--- config.mk ---
export PLATFORM = sky130hd
export DESIGN_NAME = ram_arbiter_flat
export DESIGN_NICKNAME = d
export VERILOG_FILES = /design/src/rtl/ram_arbiter_if.sv /design/src/rtl/ram_arbiter.sv /design/src/flat_wrapper.sv
export SDC_FILE = /design/constraint.sdc
export NUM_CORES = 1
export LEC_CHECK = 0
export CAP_MARGIN = 10
export CORE_AREA = 2 2 96 98
export CTS_CLUSTER_DIAMETER = 150
export DETAILED_ROUTE_END_ITERATION = 12
export DIE_AREA = 0 0 98 100
export GPL_TIMING_DRIVEN = 0
export PLACE_DENSITY = 0.74
export SYNTH_ARGS = -nofsm -noshare
export SYNTH_HDL_FRONTEND = slang
export SYNTH_SLANG_ARGS = --single-unit
--- constraint.sdc ---
create_clock -name clk -period 2.1 [get_ports clk]
set_clock_uncertainty 0.15 [all_clocks]
set_input_delay 0.42 -clock clk [delete_from_list [all_inputs] [get_ports clk]]
set_output_delay 0.42 -clock clk [all_outputs]
set_load 0.01 [all_outputs]
--- src/rtl/ram_arbiter_if.sv ---
// Bus bundle between the two RAM masters, the arbiter and the single-port RAM.
// The arbiter uses the slave modport; whatever drives the masters and the RAM uses master.
interface ram_arbiter_if #(
    parameter int ADDR_W = 13,
    parameter int DATA_W = 32
);
    logic              m0_req;
    logic              m0_we;
    logic              m0_lock;
    logic [ADDR_W-1:0] m0_addr;
    logic [DATA_W-1:0] m0_wdata;
    logic              m0_gnt;
    logic              m0_rvalid;
    logic [DATA_W-1:0] m0_rdata;

    logic              m1_req;
    logic              m1_we;
    logic              m1_lock;
    logic [ADDR_W-1:0] m1_addr;
    logic [DATA_W-1:0] m1_wdata;
    logic              m1_gnt;
    logic              m1_rvalid;
    logic [DATA_W-1:0] m1_rdata;

    logic [ADDR_W-1:0] ram_addres;
    logic              RAM_WE;
    logic [DATA_W-1:0] data_to_mem;
    logic [DATA_W-1:0] ram_data_out;

    // Handshake: a master holds req (and addr/we/wdata) stable until a cycle
    // with req & gnt; that cycle is the transfer. Read data returns one cycle later
    // with a single-cycle rvalid pulse.
    modport slave (
        input  m0_req, m0_we, m0_lock, m0_addr, m0_wdata,
        output m0_gnt, m0_rvalid, m0_rdata,
        input  m1_req, m1_we, m1_lock, m1_addr, m1_wdata,
        output m1_gnt, m1_rvalid, m1_rdata,
        output ram_addres, RAM_WE, data_to_mem,
        input  ram_data_out
    );

    modport master (
        output m0_req, m0_we, m0_lock, m0_addr, m0_wdata,
        input  m0_gnt, m0_rvalid, m0_rdata,
        output m1_req, m1_we, m1_lock, m1_addr, m1_wdata,
        input  m1_gnt, m1_rvalid, m1_rdata,
        input  ram_addres, RAM_WE, data_to_mem,
        output ram_data_out
    );
endinterface

--- src/rtl/ram_arbiter.sv ---
// Two-master arbiter for the single-port program/data RAM: round-robin under
// contention, optional burst lock bounded by HOLD_MAX, 1-cycle read return.
module ram_arbiter #(
    parameter int ADDR_W   = 13,
    parameter int DATA_W   = 32,
    parameter int HOLD_MAX = 8
) (
    input  logic               clk,
    input  logic               rst,
    ram_arbiter_if.slave       bus,
    output logic [1:0]         dbg_state_o
);
    localparam int CNT_W = $clog2(HOLD_MAX + 1);

    typedef enum logic [1:0] {
        IDLE = 2'd0,
        OWN0 = 2'd1,
        OWN1 = 2'd2
    } state_e;

    state_e             state_q, state_d;
    logic               last_q, last_d;   // 1 = m1 owned the last transfer
    logic [CNT_W-1:0]   hold_q, hold_d;
    logic               gnt0_q, gnt1_q;
    logic               rvalid0_q, rvalid0_d;
    logic               rvalid1_q, rvalid1_d;

    logic               own_sel;
    logic               own_req;
    logic               own_we;
    logic               own_lock;
    logic               other_req;
    logic               xfer;
    logic [CNT_W-1:0]   hold_inc;

    function automatic state_e arb(input logic r0, input logic r1, input logic last);
        if (r0 && r1) return last ? OWN0 : OWN1;
        else if (r0)  return OWN0;
        else if (r1)  return OWN1;
        else          return IDLE;
    endfunction

    always_comb begin
        own_sel   = (state_q == OWN1);
        own_req   = own_sel ? bus.m1_req  : bus.m0_req;
        own_we    = own_sel ? bus.m1_we   : bus.m0_we;
        own_lock  = own_sel ? bus.m1_lock : bus.m0_lock;
        other_req = own_sel ? bus.m0_req  : bus.m1_req;
        xfer      = ((state_q == OWN0) || (state_q == OWN1)) && own_req;
        hold_inc  = (hold_q == CNT_W'(HOLD_MAX)) ? hold_q : hold_q + 1'b1;

        state_d   = state_q;
        last_d    = last_q;
        hold_d    = hold_q;
        rvalid0_d = xfer && !own_sel && !own_we;
        rvalid1_d = xfer &&  own_sel && !own_we;

        if ((state_q == OWN0) || (state_q == OWN1)) begin
            if (xfer) begin
                last_d = own_sel;
                // Lock is honoured freely while the other side is idle; otherwise
                // only until HOLD_MAX back-to-back transfers have been made.
                if (own_lock && (!other_req || (hold_q < CNT_W'(HOLD_MAX - 1))))
                    state_d = state_q;
                else
                    state_d = arb(bus.m0_req, bus.m1_req, own_sel);
                hold_d = (state_d == state_q) ? hold_inc : '0;
            end else begin
                // Owner withdrew its request: hand over without touching the RAM.
                state_d = arb(bus.m0_req, bus.m1_req, last_q);
                hold_d  = '0;
            end
        end else begin
            state_d = arb(bus.m0_req, bus.m1_req, last_q);
            hold_d  = '0;
        end
    end

    always_ff @(posedge clk) begin
        if (rst) begin
            state_q   <= IDLE;
            last_q    <= 1'b1;
            hold_q    <= '0;
            gnt0_q    <= 1'b0;
            gnt1_q    <= 1'b0;
            rvalid0_q <= 1'b0;
            rvalid1_q <= 1'b0;
        end else begin
            state_q   <= state_d;
            last_q    <= last_d;
            hold_q    <= hold_d;
            gnt0_q    <= (state_d == OWN0);
            gnt1_q    <= (state_d == OWN1);
            rvalid0_q <= rvalid0_d;
            rvalid1_q <= rvalid1_d;
        end
    end

    always_comb begin
        bus.ram_addres  = '0;
        bus.RAM_WE      = 1'b0;
        bus.data_to_mem = '0;
        case (state_q)
            OWN0: begin
                bus.ram_addres  = bus.m0_addr;
                bus.RAM_WE      = bus.m0_we & bus.m0_req;
                bus.data_to_mem = bus.m0_wdata;
            end
            OWN1: begin
                bus.ram_addres  = bus.m1_addr;
                bus.RAM_WE      = bus.m1_we & bus.m1_req;
                bus.data_to_mem = bus.m1_wdata;
            end
            default: ;
        endcase
    end

    // A read whose data lands in a reset cycle is discarded.
    assign bus.m0_gnt    = gnt0_q;
    assign bus.m1_gnt    = gnt1_q;
    assign bus.m0_rvalid = rvalid0_q & ~rst;
    assign bus.m1_rvalid = rvalid1_q & ~rst;
    assign bus.m0_rdata  = bus.m0_rvalid ? bus.ram_data_out : '0;
    assign bus.m1_rdata  = bus.m1_rvalid ? bus.ram_data_out : '0;
    assign dbg_state_o   = state_q;
endmodule

--- src/flat_wrapper.sv ---
// flat-port wrapper written by rule: the top's interface ports become plain ports
module ram_arbiter_flat 
#(
    parameter int ADDR_W   = 13,
    parameter int DATA_W   = 32,
    parameter int HOLD_MAX = 8
)
  (clk, rst, dbg_state_o, bus_m0_req, bus_m0_we, bus_m0_lock, bus_m0_addr, bus_m0_wdata, bus_m0_gnt, bus_m0_rvalid, bus_m0_rdata, bus_m1_req, bus_m1_we, bus_m1_lock, bus_m1_addr, bus_m1_wdata, bus_m1_gnt, bus_m1_rvalid, bus_m1_rdata, bus_ram_addres, bus_RAM_WE, bus_data_to_mem, bus_ram_data_out);
  ram_arbiter_if #(.ADDR_W(ADDR_W), .DATA_W(DATA_W)) bus_i ();
  input  logic clk;
  input  logic rst;
  output logic [1:0] dbg_state_o;
  input wire logic [$bits(bus_i.m0_req)-1:0] bus_m0_req;
  input wire logic [$bits(bus_i.m0_we)-1:0] bus_m0_we;
  input wire logic [$bits(bus_i.m0_lock)-1:0] bus_m0_lock;
  input wire logic [$bits(bus_i.m0_addr)-1:0] bus_m0_addr;
  input wire logic [$bits(bus_i.m0_wdata)-1:0] bus_m0_wdata;
  output wire logic [$bits(bus_i.m0_gnt)-1:0] bus_m0_gnt;
  output wire logic [$bits(bus_i.m0_rvalid)-1:0] bus_m0_rvalid;
  output wire logic [$bits(bus_i.m0_rdata)-1:0] bus_m0_rdata;
  input wire logic [$bits(bus_i.m1_req)-1:0] bus_m1_req;
  input wire logic [$bits(bus_i.m1_we)-1:0] bus_m1_we;
  input wire logic [$bits(bus_i.m1_lock)-1:0] bus_m1_lock;
  input wire logic [$bits(bus_i.m1_addr)-1:0] bus_m1_addr;
  input wire logic [$bits(bus_i.m1_wdata)-1:0] bus_m1_wdata;
  output wire logic [$bits(bus_i.m1_gnt)-1:0] bus_m1_gnt;
  output wire logic [$bits(bus_i.m1_rvalid)-1:0] bus_m1_rvalid;
  output wire logic [$bits(bus_i.m1_rdata)-1:0] bus_m1_rdata;
  output wire logic [$bits(bus_i.ram_addres)-1:0] bus_ram_addres;
  output wire logic [$bits(bus_i.RAM_WE)-1:0] bus_RAM_WE;
  output wire logic [$bits(bus_i.data_to_mem)-1:0] bus_data_to_mem;
  input wire logic [$bits(bus_i.ram_data_out)-1:0] bus_ram_data_out;
  assign bus_i.m0_req = bus_m0_req;
  assign bus_i.m0_we = bus_m0_we;
  assign bus_i.m0_lock = bus_m0_lock;
  assign bus_i.m0_addr = bus_m0_addr;
  assign bus_i.m0_wdata = bus_m0_wdata;
  assign bus_m0_gnt = bus_i.m0_gnt;
  assign bus_m0_rvalid = bus_i.m0_rvalid;
  assign bus_m0_rdata = bus_i.m0_rdata;
  assign bus_i.m1_req = bus_m1_req;
  assign bus_i.m1_we = bus_m1_we;
  assign bus_i.m1_lock = bus_m1_lock;
  assign bus_i.m1_addr = bus_m1_addr;
  assign bus_i.m1_wdata = bus_m1_wdata;
  assign bus_m1_gnt = bus_i.m1_gnt;
  assign bus_m1_rvalid = bus_i.m1_rvalid;
  assign bus_m1_rdata = bus_i.m1_rdata;
  assign bus_ram_addres = bus_i.ram_addres;
  assign bus_RAM_WE = bus_i.RAM_WE;
  assign bus_data_to_mem = bus_i.data_to_mem;
  assign bus_i.ram_data_out = bus_ram_data_out;
  ram_arbiter #(.ADDR_W(ADDR_W), .DATA_W(DATA_W), .HOLD_MAX(HOLD_MAX)) u_core (.clk(clk), .rst(rst), .bus(bus_i), .dbg_state_o(dbg_state_o));
endmodule
; ---- Word level (Yosys, flattened, before mapping)
; Cells that the tools add are included.
; W data, S select, Z words.
[totals]
input_bits = 130
out_inout_bits = 116
register_bits = 11
[classes]
bitwise_logic = 8
n_reduce_logical = 14
magnitude_cmp = 1
n_eq_ne = 6
addsub = 1
n_mux = 20
[ops]
columns = cell, count
row1 = $mux W32, 2
row2 = $pmux W32 S2, 1
row3 = $pmux W13 S2, 1
row4 = $mux W2, 11
row5 = $logic_and A1 B1 Y1, 7
row6 = $add A4 B1 Y4 const B, 1
row7 = $and A1 B1 Y1, 4
row8 = $eq A2 B1 Y1 const B, 2
row9 = $eq A2 B2 Y1 const B, 2
row10 = $eq A4 B4 Y1 const B, 1
row11 = $lt A4 B3 Y1 const B, 1
row12 = $mux W1, 4
row13 = $not A1 Y1, 4
row14 = $reduce_or A4 Y1, 1
row15 = $logic_not A1 Y1, 3
row16 = $eq A2 B2 Y1, 1
row17 = $logic_or A1 B1 Y1, 2
row18 = $pmux W1 S2, 1
row19 = $reduce_and A2 Y1, 1

; ---- Longest topological paths before layout
; Gate-level depths: netlist of run 1.
[depth]
depth_word = 11
mapped_depth = 8
mapped_depth_nobuf = 6

; ---- Least setup slack after synthesis of run 1
; OpenSTA, ideal clock, no wires.
[synth_timing]
path_kind = flip-flop to output port
from = reg u_core.state_q[0] (netlist: u_core.dbg_state_o[0])
to = out bus_data_to_mem[10]
slack_ns = -0.172
arrival_time_ns = 1.702
required_time_ns = 1.530
stages_incl_launch_ff = 8
path_cell_list = dfxtp_1 > inv_1 > ha_1 > buf_2 > nor2b_1 > buf_2 > buf_1 > a22o_1
[synth_via]
elab_chain_len = 2
elab_cells_between_ends = 3
[synth_lines]
columns = element, line
row1 = start: declaration, ram_arbiter.sv:21  ; state_e state_q, state_d;
row2 = start signal: assignment, ram_arbiter.sv:89  ; state_q <= state_d;
row3 = $eq A2 B2 Y1 / $eq A2 B1 Y1 (equally long branches), ram_arbiter.sv:103  ; case (state_q)
row4 = $pmux W32 S2 (*), ram_arbiter.sv:103
row5 = end: declaration, flat_wrapper.sv:31  ; output wire logic [$bits(bus_i.data_to_mem)-1:0] bus_data_to_mem;
; Every way passes the cells marked *; elsewhere a longest branch is shown, timed or not.

; ---- Worst setup path in the final report of run 1
[layout_timing]
from = reg u_core.state_q[0] (netlist: u_core.dbg_state_o[0])
to = out bus_data_to_mem[13]
; The elaborated chain is that of the path after synthesis.

==> results of run 1 <==
## how the worst min path moves through the flow
| stage | end | slack, ps | cells after the start |
|---|---|---|---|
| after floorplan | u_core.rvalid1_q | 350 | 1 |
| after global placement | u_core.last_q | 400 | 2 |
| after detailed placement | u_core.last_q | 420 | 2 |
| after CTS | u_core.rvalid1_q | 300 | 2 |
| after global routing | u_core.rvalid1_q | 330 | 2 |
| final | u_core.rvalid1_q | 310 | 2 |
## metrics by stage
stage                     setup TNS (ps)  utilization (%)  instance area, um2  instances
after floorplan                    -32.9                -                1600        209
after global placement            -74650             47.2                4190        565
after detailed placement          -77720             47.2                4190        565
after CTS                         -13710             48.6                4320        591
after global routing              -12440             50.9                4520        601
final                             -10060             50.9                4530        604
## layer usage
layer  up-vias  GRT usage [%]  part of all wire, %
li1       1312              -                    -
met1      1202           20.2                   38
met2       117           32.8                   52
met3        11           7.52                  9.9
met4         4           1.39                 0.31
met5         -              0                 0.27
## power breakdown
group	leakage (nW)	switching [mW]	total (mW)	internal [mW]
clock network	0.0228	0.0780	0.211	0.133
logic	2.13	0.550	1.38	0.832
registers	0.0910	0.0268	0.268	0.241
total	2.25	0.655	1.86	1.21
## area by class of cell
class / instances / area [um2]
inverters: 5 / 21.3
repair buffers: 277 / 2540
plain buffers: 19 / 260
clock buffers: 4 / 45.0
flip-flops and latches: 11 / 228
well taps: 111 / 139
fillers: 873 / 4360
multi-input cells: 173 / 1290
diodes: 4 / 10.0
## worst reg2reg max path, stage by stage (launching register included)
cell	delay, ps
dfxtp_4	360
inv_4	40
ha_4	170
buf_8	120
buf_4	160
o221ai_2	290
mux2i_1	350
o2111a_1	230
## flip-flops by register name, indices dropped and copies added (netlist names)
name                cells
u_core.bus.m0_gnt       1
u_core.rvalid1_q        1
u_core.hold_q           4
u_core.rvalid0_q        1
u_core.last_q           1
u_core.dbg_state_o      2
u_core.bus.m1_gnt       1
## Yosys cell counts
cell       instances
and2_1            64
a22o_1            45
dfxtp_1           11
nand2_1            8
clkbuf_1           7
nor3_1             7
a21oi_1            5
buf_2              5
inv_1              5
nor2b_1            5
ha_1               4
mux2i_1            4
nand2b_1           4
buf_1              3
buf_4              3
nand3_1            3
nor2_1             3
a211oi_1           2
buf_6              2
or2b_1             2
xor2_1             2
a211o_1            1
a2bb2oi_1          1
a31oi_1            1
and2b_1            1
and3_1             1
mux2_2             1
nand2_4            1
nand4_1            1
o2111a_1           1
o211a_1            1
o21ai_0            1
o221ai_2           1
o2bb2ai_1          1
or2_2              1
xnor2_1            1
## cell families after synthesis
| kind of cell | count (synthesis) | synth area share, % |
|---|---|---|
| fa+ha+maj | 4 | 3.16 |
| buf+inv | 25 | 7.98 |
| xor+xnor | 3 | 1.66 |
| simple gates | 101 | 37.9 |
| mux | 5 | 3.24 |
| flops | 11 | 13.9 |
| compound gates | 60 | 32.1 |
## what timing repair did
action | in CTS | in global routing
pin swaps | 0 | 11
gates resized for setup | 318 | 33
cloned | 5 | 3
buffers inserted | 17 | 8
endpoints found under the setup margin | 112 | 51
==> flow_summary.toml, run 1 <==
[synth]
ys_warn_count = 0
synthesis.nets = 343
synth.area.top_cells = "and2_1 (25%), a22o_1 (25%), dfxtp_1 (14%)"
synth.distinct_cells = 36
synth_seq_area_share_pct = 13.9
post-synth-top-area-cell = "and2_1"
syn_area_per_cell_um2 = 7.57
synth_top_area_share_pct = 25.3
postSynthCellCount = 209
synthesis.area_um2 = 1580
yosys_register_bits = 11

[worst_hold_path]
hp-start = "rst"
hold_path.class = "input pin to register"

[timing]
hold_ws_ps = 306
hold_viol = 0
finalWorstSetupSlack_ps = -284
drv_slew = 0
finalCriticalPeriod_ps = 2380
fmax_mhz = 420
finalSetupViolations = 46
rsz0062_at_grt = "yes"
tightest_slew_ps = 286
finalCritPeriodShare_pct = 114
slew_headroom_pct = 80.4

[outcome]
violations = "negative setup slack"
outcome = "complete, but fails checks"

[routing]
wirelength_um = 9920
vias = 2646
wl_per_cell_um = 16.4
drtIter0Drc = 56
vias_per_cell = 4.38
ant_nets = 0
first_pass_iters = 6
drc_errors = 0

[floorplan]
die_x_um = 98
num_rows = 35
start_util_pct = 17.8
coreArea_um2 = 8890
die_h_um = 100
dieArea_um2 = 9800
io_pins = 246

[cts]
root_buffer = "clkbuf_8"
clk_latency_ps = 240
cts_sinks = 11
htree_levels = 1
cts_max_path_buffers = 2
path_clk_slew_ps = 50
cts_made_buffers = 3
cts_tree = "yes"
ctsHoldBuffers = 0

[critical_path]
r2r_end = "u_core.bus.m1_gnt"
rrSetupSlack_ps = 170
path_class = "register to output pin"
critical_path_required_ps = 1530
critical_path.endpoint_type = "output pin"
worstRegToRegCells = 7
crit_path_max_fanout = 6
path_depth = 7
crit_buf_inv = 4
rr_startpoint = "u_core.dbg_state_o[0]"
crit_chain = "inv_4 > ha_4 > and2b_4 > buf_12 > buf_8 > a22o_1 > buf_2"
cpLargestDelayFamily = "buffers and inverters"
startpoint = "u_core.dbg_state_o[0]"
startpoint_type = "register"
critical-path-max-stage-delay_ps = 360
endpoint = "bus_data_to_mem[13]"
crit_slowest_cell = "dfxtp_4"
arrival_ps = 1810

[layout]
layout_commonest_cell = "clkdlybuf4s50_1"
fin_nets = 624
drive_above_1_share_pct = 25.2
syn_to_final_growth_pct = 186
layout_common_cells = "clkdlybuf4s50_1 (132), and2_1 (64), dlygate4sd2_1 (55)"

[placement]
dp_hpwl_um = 8000
port-buffer-count = 245
dpl_worst_slack_ps = -819
place_congestion = 0.829

[pwr]
powerDensity_nw_per_um2 = 411
ir_drop_uv = 347
p_total_mw = 1.86
p_leak_nw = 2.25

[flow_run]
maxCapViolCount = 0

[global_route]
grt_pass1_wl_um = 14100
grt_antenna_before_repair = 5
grt_start_max_net_pins = 11
grt_pass1_vias = 2593
gr-total-overflow = 0
grt_usage_pct = 17.9
No activity file was read; power rests on OpenSTA's default activity.
==> inputs of run 2 (changes only) <==
TNS_END_PERCENT = 1   (was default)
==> run 2 against run 1 <==
- the flow still finishes with violations (negative setup slack)
- critical path depth unchanged
- hold slack better by 94 ps
- cell count decreased by 3.0%
- utilization down 2.4 points
- via count decreased by 3.7%
- largest power group unchanged
- clock power is essentially flat
- global-route usage fell by 0.51 points
==> flow_summary.toml, run 2 (synthesis results as in run 1) <==
[critical_path]
critical_path.endpoint_type = "output pin"
critical-path-max-stage-delay_ps = 360
crit_path_max_fanout = 6
cpLargestDelayFamily = "buffers and inverters"
rrSetupSlack_ps = 200
worstRegToRegCells = 7
crit_buf_inv = 4
path_depth = 7
critical_path_required_ps = 1530
path_class = "register to output pin"
r2r_end = "u_core.bus.m1_gnt"
crit_slowest_cell = "dfxtp_4"
crit_chain = "inv_4 > ha_4 > and2b_2 > buf_8 > buf_8 > a22o_1 > buf_2"
crit_path_frequent_cell = "buf_8"
rr_startpoint = "u_core.dbg_state_o[0]"
startpoint_type = "register"
arrival_ps = 1820

[global_route]
grt_pass1_wl_um = 13800
grt_usage_pct = 17.4
grtUsageMet3_pct = 7.52
gr-total-overflow = 0
grt_pass1_vias = 2509
grt_start_max_net_pins = 11
met2_usage_pct = 31.5
grt_antenna_before_repair = 5
grt_busiest_layer = "met2"
met1_usage_pct = 19.7

[timing]
finalCriticalPeriod_ps = 2390
tightest_slew_ps = 282
finalWorstSetupSlack_ps = -293
fmax_mhz = 418
rsz0062_at_grt = "yes"
finalCritPeriodShare_pct = 114
drv_slew = 0
slew_headroom_pct = 80.7
finalSetupViolations = 48
hold_viol = 0

[layout]
post-route-util_pct = 48.6
layout_commonest_cell = "clkdlybuf4s50_1"
fin_nets = 606
largest_register = "u_core.hold_q"
syn_to_final_growth_pct = 173
layout_common_cells = "clkdlybuf4s50_1 (134), and2_1 (64), dlygate4sd2_1 (50)"
drive_above_1_share_pct = 22.1
stdcell_area_um2 = 4320
final_cell_count_no_fill = 586
largest_reg_flops = 4

[routing]
drc_errors = 0
vias_per_cell = 4.35
ant_nets = 0
drtIter0Drc = 52
first_pass_iters = 4
wirelength_um = 9510
vias = 2549
wl_per_cell_um = 16.2

[pwr]
powerDensity_nw_per_um2 = 401
p_leak_nw = 2.14
ir_drop_uv = 351

[floorplan]
coreArea_um2 = 8890
die_h_um = 100
start_util_pct = 17.8
num_rows = 35
die_x_um = 98
dieArea_um2 = 9800
io_pins = 246

[placement]
dp_hpwl_um = 8000
place_congestion = 0.829
place_area_um2 = 4190
port-buffer-count = 245
placedCellCount = 565

[cts]
root_buffer = "clkbuf_8"
path_clk_slew_ps = 50
htree_levels = 1
cts_sinks = 11
cts_max_path_buffers = 2
clk_latency_ps = 240
cts_tree = "yes"
cts_made_buffers = 3

[worst_hold_path]
hp-start = "rst"
hold_depth = 2
hold_path.class = "input pin to register"
hold_path_end = "u_core.rvalid1_q"

[outcome]
violations = "negative setup slack"
outcome = "complete, but fails checks"

[flow_run]
maxCapViolCount = 0
[run 2: stage by stage]
step	setup WS (ps)	total power [mW]	setup TNS, ps	hold WS [ps]
after floorplan	-1.20	0.789	-32.9	346
after global placement	-789	1.45	-74650	396
after CTS	-349	1.70	-14150	402
final	-293	1.73	-11750	400
after detailed placement	-819	1.48	-77720	423
after global routing	-350	1.85	-14920	427
[run 2: power by group]
part	switching [mW]	internal (mW)	leakage, nW
combinational	0.514	0.736	2.02
clock	0.0780	0.133	0.0228
sequential	0.0278	0.241	0.0910
[run 2: repair_timing]
action,4_1_cts,5_1_grt
pin swaps,10,1
hold buffers,0,0
gates cloned,2,1
buffers inserted,9,2
setup endpoints to repair,112,60
gates resized for setup,308,21
[run 2: routing by layer]
| metal | part of all wire, % | wire [um] | up-vias |
|---|---|---|---|
| met5 | 0.36 | 34 | - |
| met4 | 0.26 | 25 | 4 |
| met3 | 10 | 998 | 7 |
| met2 | 52 | 4900 | 118 |
| met1 | 37 | 3550 | 1146 |
| li1 | - | - | 1274 |
[run 2: worst reg2reg max path: stages (launching register included)]
cell	delay, ps
dfxtp_4	360
inv_4	40
ha_4	170
buf_8	120
buf_4	160
o221ai_2	280
mux2i_1	350
o2111a_1	230
[run 2: worst max path at each step]
stage	slack, ps	endpoint	startpoint
final	-290	bus_data_to_mem[13]	u_core.dbg_state_o[0]
after global routing	-350	bus_data_to_mem[13]	u_core.dbg_state_o[0]
after CTS	-350	bus_data_to_mem[13]	u_core.dbg_state_o[0]
after detailed placement	-820	bus_m0_rdata[16]	rst
after global placement	-790	bus_m0_rdata[15]	rst
after floorplan	-1	bus_data_to_mem[10]	u_core.dbg_state_o[0]
[run 2: cell type report]
class                      instances  area, um2
timing repair buffer             259       2350
fill                             895       4570
clock buffer                       4       45.0
buffer                            19        243
tap                              111        139
multi-input combinational        173       1280
antenna                            4       10.0
sequential                        11        228
inverter                           5       21.3
